--- src/rtl/irq_pio_gen2_pkg.sv ---
// irq_pio_gen2_pkg: register map and reset constants for the interrupt input PIO
package irq_pio_gen2_pkg;
  localparam logic [2:0] ADDR_DATA       = 3'd0;
  localparam logic [2:0] ADDR_RISE_EN    = 3'd1;
  localparam logic [2:0] ADDR_IRQ_MASK   = 3'd2;
  localparam logic [2:0] ADDR_EDGE_CAP   = 3'd3;
  localparam logic [2:0] ADDR_FALL_EN    = 3'd4;
  localparam logic [2:0] ADDR_IRQ_STATUS = 3'd5;
  localparam logic [31:0] FALL_EN_RST    = 32'hFFFF_FFFF;
endpackage

--- src/rtl/irq_pio_gen2_debounce_bit.sv ---
// irq_pio_gen2_debounce_bit: synchroniser, optional debounce filter and edge-history flops for one pin
module irq_pio_gen2_debounce_bit #(
  parameter int SYNC_STAGES     = 2,
  parameter int DEBOUNCE_CYCLES = 0
) (
  input  logic clk,
  input  logic reset_n,
  input  logic pin_i,
  output logic filt_o,
  output logic cur_o,
  output logic prev_o
);
  logic [SYNC_STAGES-1:0] sync_q;
  logic cur_q, prev_q;
  // shift the asynchronous pin through the synchroniser chain
  always_ff @(posedge clk or negedge reset_n)
    if (!reset_n) sync_q <= '0;
    else sync_q <= {sync_q[SYNC_STAGES-2:0], pin_i};
  if (DEBOUNCE_CYCLES == 0) begin : g_bypass
    assign filt_o = sync_q[SYNC_STAGES-1];
  end else begin : g_filter
    localparam int CW = $clog2(DEBOUNCE_CYCLES + 1);
    logic [CW-1:0] cnt_q;
    logic filt_q;
    // accept a new level only after it has differed from the filtered value for DEBOUNCE_CYCLES clocks
    always_ff @(posedge clk or negedge reset_n)
      if (!reset_n) begin
        cnt_q  <= '0;
        filt_q <= 1'b0;
      end else if (sync_q[SYNC_STAGES-1] == filt_q) cnt_q <= '0;
      else if (cnt_q == CW'(DEBOUNCE_CYCLES - 1)) begin
        filt_q <= sync_q[SYNC_STAGES-1];
        cnt_q  <= '0;
      end else cnt_q <= cnt_q + 1'b1;
    assign filt_o = filt_q;
  end
  // edge history: cur/prev pair feeds the rise/fall comparison in the parent
  always_ff @(posedge clk or negedge reset_n)
    if (!reset_n) begin
      cur_q  <= 1'b0;
      prev_q <= 1'b0;
    end else begin
      cur_q  <= filt_o;
      prev_q <= cur_q;
    end
  assign cur_o  = cur_q;
  assign prev_o = prev_q;
endmodule

--- src/rtl/irq_pio_gen2.sv ---
// irq_pio_gen2: Avalon-MM interrupt input PIO with per-bit edge/level capture, mask and W1C clear
module irq_pio_gen2 #(
  parameter int WIDTH           = 8,
  parameter int SYNC_STAGES     = 2,
  parameter int DEBOUNCE_CYCLES = 0
) (
  input  logic             clk,
  input  logic             reset_n,
  input  logic [2:0]       address,
  input  logic             chipselect,
  input  logic             write_n,
  input  logic [31:0]      writedata,
  input  logic [WIDTH-1:0] in_port,
  output logic             irq,
  output logic [31:0]      readdata
);
  import irq_pio_gen2_pkg::*;
  logic [WIDTH-1:0] filt, cur, prev, set, w1c, cap_d;
  logic [WIDTH-1:0] rise_en_q, fall_en_q, mask_q, cap_q;
  logic [31:0] rd_d;
  logic wr, unused_wdata;
  for (genvar i = 0; i < WIDTH; i++) begin : g_bit
    irq_pio_gen2_debounce_bit #(
      .SYNC_STAGES    (SYNC_STAGES),
      .DEBOUNCE_CYCLES(DEBOUNCE_CYCLES)
    ) u_bit (
      .clk    (clk),
      .reset_n(reset_n),
      .pin_i  (in_port[i]),
      .filt_o (filt[i]),
      .cur_o  (cur[i]),
      .prev_o (prev[i])
    );
  end
  assign unused_wdata = ^writedata;
  // capture set/clear: a same-cycle set beats the W1C so no event is lost
  always_comb begin
    wr    = chipselect & ~write_n;
    w1c   = (wr && address == ADDR_EDGE_CAP) ? writedata[WIDTH-1:0] : '0;
    set   = (cur & ~prev & rise_en_q) | (~cur & prev & fall_en_q) | (cur & ~rise_en_q & ~fall_en_q);
    cap_d = (cap_q & ~w1c) | set;
    rd_d  = address == ADDR_DATA       ? 32'(filt) :
            address == ADDR_RISE_EN    ? 32'(rise_en_q) :
            address == ADDR_IRQ_MASK   ? 32'(mask_q) :
            address == ADDR_EDGE_CAP   ? 32'(cap_q) :
            address == ADDR_FALL_EN    ? 32'(fall_en_q) :
            address == ADDR_IRQ_STATUS ? 32'(cap_q & mask_q) : '0;
  end
  // control registers, capture register and registered read data
  always_ff @(posedge clk or negedge reset_n)
    if (!reset_n) begin
      rise_en_q <= '0;
      fall_en_q <= FALL_EN_RST[WIDTH-1:0];
      mask_q    <= '0;
      cap_q     <= '0;
      readdata  <= '0;
    end else begin
      if (wr && address == ADDR_RISE_EN) rise_en_q <= writedata[WIDTH-1:0];
      if (wr && address == ADDR_FALL_EN) fall_en_q <= writedata[WIDTH-1:0];
      if (wr && address == ADDR_IRQ_MASK) mask_q <= writedata[WIDTH-1:0];
      cap_q    <= cap_d;
      readdata <= rd_d;
    end
  assign irq = |(cap_q & mask_q);
endmodule

--- config.mk ---
export PLATFORM = sky130hd
export DESIGN_NAME = irq_pio_gen2
export DESIGN_NICKNAME = d
export VERILOG_FILES = /design/src/rtl/irq_pio_gen2_pkg.sv /design/src/rtl/irq_pio_gen2_debounce_bit.sv /design/src/rtl/irq_pio_gen2.sv
export SDC_FILE = /design/constraint.sdc
export NUM_CORES = 1
export LEC_CHECK = 0
export BUFFER_PORTS_ARGS = -buffer_cell sky130_fd_sc_hd__buf_2
export CORE_MARGIN = 5
export CORE_UTILIZATION = 41
export CTS_BUF_LIST = sky130_fd_sc_hd__clkbuf_8
export DETAILED_ROUTE_END_ITERATION = 8
export GPL_TIMING_DRIVEN = 0
export PLACE_DENSITY = 0.66
export SLEW_MARGIN = 25
export SYNTH_ARGS = -nofsm -noshare
export SYNTH_HDL_FRONTEND = slang
export SYNTH_HIERARCHICAL = 1
export SYNTH_SLANG_ARGS = --single-unit
--- constraint.sdc ---
create_clock -name clk -period 1.3 [get_ports clk]
set_clock_uncertainty 0.2 [all_clocks]
set_input_delay 0.26 -clock clk [delete_from_list [all_inputs] [get_ports clk]]
set_output_delay 0.26 -clock clk [all_outputs]
set_load 0.05 [all_outputs]
# Yosys cells after proc, flatten, opt, wreduce, memory -nomap -nowiden
# Cells that the tools add are included.
dict set report word_totals {
  ram_bits 0
  regBits 72
  mem_count 0
  output_inout_bits 33
  mem_bits_ro 0
  latchBits 0
  wordCells 66
  inputBits 47
}
dict set report classes {
  n_mux 7
  n_addsub 0
  magnitude_cmp 0
  multipliers 0
  bitwise_logic 19
  eq_ne 5
  n_reduce_logical 6
  shift 0
  div_mod_pow 0
}
# op count
set ops {}
lappend ops {{8-bit bitwise AND} 9}
lappend ops {{8-bit two-way mux} 7}
lappend ops {{8-bit inverter} 5}
lappend ops {{8-bit bitwise OR} 3}
lappend ops {{8-bit OR reduction} 1}
lappend ops {{3-bit by 2-bit == test with 1-bit output, second input constant} 2}
lappend ops {{3-bit == test, second input constant} 2}
lappend ops {{1-bit logical AND} 4}
lappend ops {{3-bit by 1-bit == test with 1-bit output, second input constant} 1}
lappend ops {{3-bit zero test} 1}
lappend ops {{1-bit bitwise AND} 1}
lappend ops {{1-bit inverter} 1}

# Logic depth before layout (Yosys ltp)
dict set report logic_depth {
  ltp_word 7
  ltp_mapped 5
  ltp_nobuf 4
}

# By module
# Netlist, hierarchy kept.
# module cells_per_inst n_inst area_each_um2 seq_area_each_um2
set by_module_without_submodules {}
lappend by_module_without_submodules {irq_pio_gen2 216 1 2311.0 1011.0}
lappend by_module_without_submodules {irq_pio_gen2_debounce_bit 4 8 100.1 100.1}

# Worst setup path after synthesis
# Ideal clock, no wire load.
dict set report synth_timing {
  path_type {reg2out}
  startpoint {register mask_q[0]}
  endpoint {output port irq}
  stages_incl_launch_ff 4
  arrival_ns 1.216
  required_ns 0.840
  path_slack_ns -0.376
  cell_sequence {dfrtp_1 > a22o_1 > a221oi_1 > nand3_1}
}
dict set report synth_via {
  elab_chain_cells 2
}
# item line
set synth_rtl {}
lappend synth_rtl {{start, declared} irq_pio_gen2.sv:19} ;# logic [WIDTH-1:0] rise_en_q, fall_en_q, mask_q, cap_q;
lappend synth_rtl {{start signal, assigned} irq_pio_gen2.sv:60} ;# if (wr && address == ADDR_IRQ_MASK) mask_q <= writedata[WIDTH-1:0];
lappend synth_rtl {{8-bit bitwise AND} irq_pio_gen2.sv:64} ;# assign irq = |(cap_q & mask_q);
lappend synth_rtl {{8-bit OR reduction} irq_pio_gen2.sv:64}
lappend synth_rtl {{end, declared} irq_pio_gen2.sv:14} ;# output logic irq,
# No other way between the ends.

# Worst setup path in the final report
dict set report layout_timing {
  startpoint {register mask_q[7]}
  endpoint {output port irq}
}
# The elaborated chain is that of the path after synthesis.

==> out/metrics.cfg <==
[finish]
fin_area_mm2 = 0.00415
fin_cells = 443
final_util_pct = 56.6
multi_input_area_mm2 = 0.00124
n_antenna_cell = 0
fill_cells = 611
seq_area_mm2 = 0.00181
syn2layout_area_growth_pct = 33.3
finish.net_count = 386
drive_above_1_share_pct = 39.2

[worst_setup_path]
r2r_cells = 6
worstReg2RegStart = mask_q[0]$_DFFE_PN0P_
worstSetupStartpoint = mask_q[7]$_DFFE_PN0P_
r2r_setup_slack_ns = -0.16
path_class = flop to output pin
startpoint_type = flop
cp_max_fo = 4
cp.required_ns = 0.84
timing.rr.end = readdata[0]$_DFF_PN0_
endpoint = irq
arrival_ns = 1.55
endpoint_kind = output pin

[clocking]
cts_root_buf = clkbuf_8
clockBufferDepth = 2
htreeDepth = 3
tritoncts = yes
clock_latency_ns = 0.35
clk_pin_slew_ns = 0.07
cts_made_buffers = 9
cts_sinks = 72

[sta]
rsz0062_at_grt = true
slew_violations = 0
whs_ns = -0.000637
relSlewSlack_pct = 64.7
fin_crit_sh_pct = 155
tightest_slew_ns = 0.528
clock.fmax_ghz = 0.498
setup_tns_ns = -1.24
setup_viol = 11
min_period_ns = 2.01
hold_viol = 2
setup_ws_ns = -0.710

[detailed_routing]
drc = 0
avgViaCountPerCell = 4.95
wl_um = 7150
drt_pass1_iterations = 4
drt_iter0_markers = 69
wl_per_cell_um = 16.1
vias = 2195
route.antenna.remaining_nets = 0

[die]
io_pins = 80
die-area_mm2 = 0.00943
core-area_mm2 = 0.00733
row_count = 31
die_w_um = 97.1
chipHeight_um = 97.1
initial_core_util_pct = 42.4

[run]
drv_cap = 0

[yosys]
synth_cells = 248
synth_cell_types = 29
yosys_warnings = 6
syn-cell-area_mm2 = 0.00311
synthTopCellsByArea = dfrtp_1, dfstp_2, buf_4, mux2_2, mux2_1
synth_top_area_share_pct = 51.5
synth.most_common_cell = dfrtp_1
synth_area_leader_cell = dfrtp_1
synth_edf_count = 0
avgSynthCellArea_um2 = 12.5
synth_ff_type = dfrtp_1
yosys-top-cells-count = dfrtp_1, buf_4, o21ai_0
yosys_register_bits = 72
synthArstFlopShare_pct = 100
ys_seq_area_share_pct = 58.2

[global_routing]
globalRoute.totalOverflow = 0
grt_pass1_vias = 2266
grt_pass1_wl_um = 11600
antenna_found_initial = 0
grt_max_degree = 38
grt_util_all_layers_pct = 15.8

[outcome]
outcome = finished with violations
violations = negative hold slack, negative setup slack

[placement]
hpwl_um = 4550
dp_cells = 402
dp_slack_ns = -0.554
placement.io_buffers = 31
dpl_cell_area_mm2 = 0.00358
gp_congestion = 0.835

[power_and_ir_drop]
p_per_area_mw_per_mm2 = 1390
peakVddDrop_v = 0.000571
p_leak_nw = 1.94

[worst_hold_path]
min_path_type = primary input to flop

per-layer routing:
metal,up-vias,global-route usage [%],share of wire (%)
met5,-,0,0
met4,0,6.80,1.6
met3,11,4.52,5.1
met2,58,25.3,48
met1,1087,19.9,46
li1,1039,-,-
power by group:
group          switching (mW)  internal (mW)
clock network           0.812          0.915
logic                   0.655          0.628
registers               0.219           2.55
total                    1.69           4.09
final cells by class:
| cell class | instances | area share, % |
|---|---|---|
| sequential | 72 | 43.7 |
| timing repair buffer | 58 | 12.1 |
| tap | 99 | 2.99 |
| clock buffer | 10 | 3.32 |
| multi-input combinational | 157 | 29.8 |
| clock inverter | 6 | 1.27 |
| buffer | 33 | 6.10 |
| inverter | 8 | 0.724 |
sequential cells by signal (all words and copies together) (netlist names):
signal              cells
readdata                8
rise_en_q               8
fall_en_q               8
mask_q                  8
g_bit.u_bit/prev_o      8
g_bit.u_bit/sync_q     16
g_bit.u_bit/cur_o       8
cap_q                   8
critical path, cell delays in order (launching register included):
cell	delay, ns
dfrtp_1	0.41
a22o_1	0.24
a221oi_2	0.28
nand3_4	0.11
buf_6	0.17
metrics by stage:
step	hold slack (ns)	power, mW
after floorplan	-0.236	3.58
after global placement	0.132	3.83
after detailed placement	0.0496	3.87
after CTS	0.00361	5.76
after global routing	0.000864	6.05
final	-0.000637	5.78
timing repair:
| item | CTS | global route |
|---|---|---|
| hold buffers | 15 | 0 |
| resized for setup | 38 | 24 |
| buffers inserted | 8 | 4 |
| setup endpoints to repair | 49 | 41 |
| hold endpoints to repair | 56 | 0 |
| pin swaps | 5 | 5 |
placed cells by master (no fill, tap or decap), types with 2 or more instances in the layout:
cell type      synthesis  layout
clkinv_2               0       3
a22oi_1                2       2
a221o_1                8       8
dlygate4sd3_1          0      15
inv_1                  8       8
mux2i_1                8       8
a22o_1                 9       9
o22ai_1                7       6
conb_1                 1      24
buf_4                 25      35
nor2b_1                8       8
nand2_1               16      15
mux2_4                 0      15
o221ai_1               8       8
clkbuf_8               0      11
clkbuf_4               0       2
a21boi_1               0       7
buf_2                  3      19
nand3b_1               2       2
nand3_1               10       8
o21ai_1                0       6
dfstp_2                8       8
inv_2                  0       2
o21ai_0               17      10
dfrtp_1               64      64
nand3_4                0       2
buf_6                  1      17
mux2_2                16       9
worst min-delay path by stage:
stage	cells after the start	startpoint	slack (ns)	to
after floorplan	0	reset_n	-0.24	cap_q[0]$_DFF_PN0_
after global routing	2	writedata[2]	0.0009	fall_en_q[2]$_DFFE_PN1P_
after detailed placement	1	reset_n	0.05	g_bit[5].u_bit/prev_o$_DFF_PN0_
after CTS	2	writedata[0]	0.004	fall_en_q[0]$_DFFE_PN1P_
after global placement	0	g_bit[7].u_bit/sync_q[0]$_DFF_PN0_	0.13	g_bit[7].u_bit/sync_q[1]$_DFF_PN0_
final	2	writedata[2]	-0.0006	rise_en_q[2]$_DFFE_PN0P_
cell families (layout without fill, tap and decap cells):
logic type,Yosys count,in the layout,synth area share [%]
other,1,24,0.121
buffers and inverters,42,115,8.44
flip-flops,72,72,58.2
AND/OR/NAND/NOR,41,41,7.76
multiplexers,32,32,11.3
AO/OA/AOI/OAI,60,60,14.2
(Power assumes the default switching activity.)
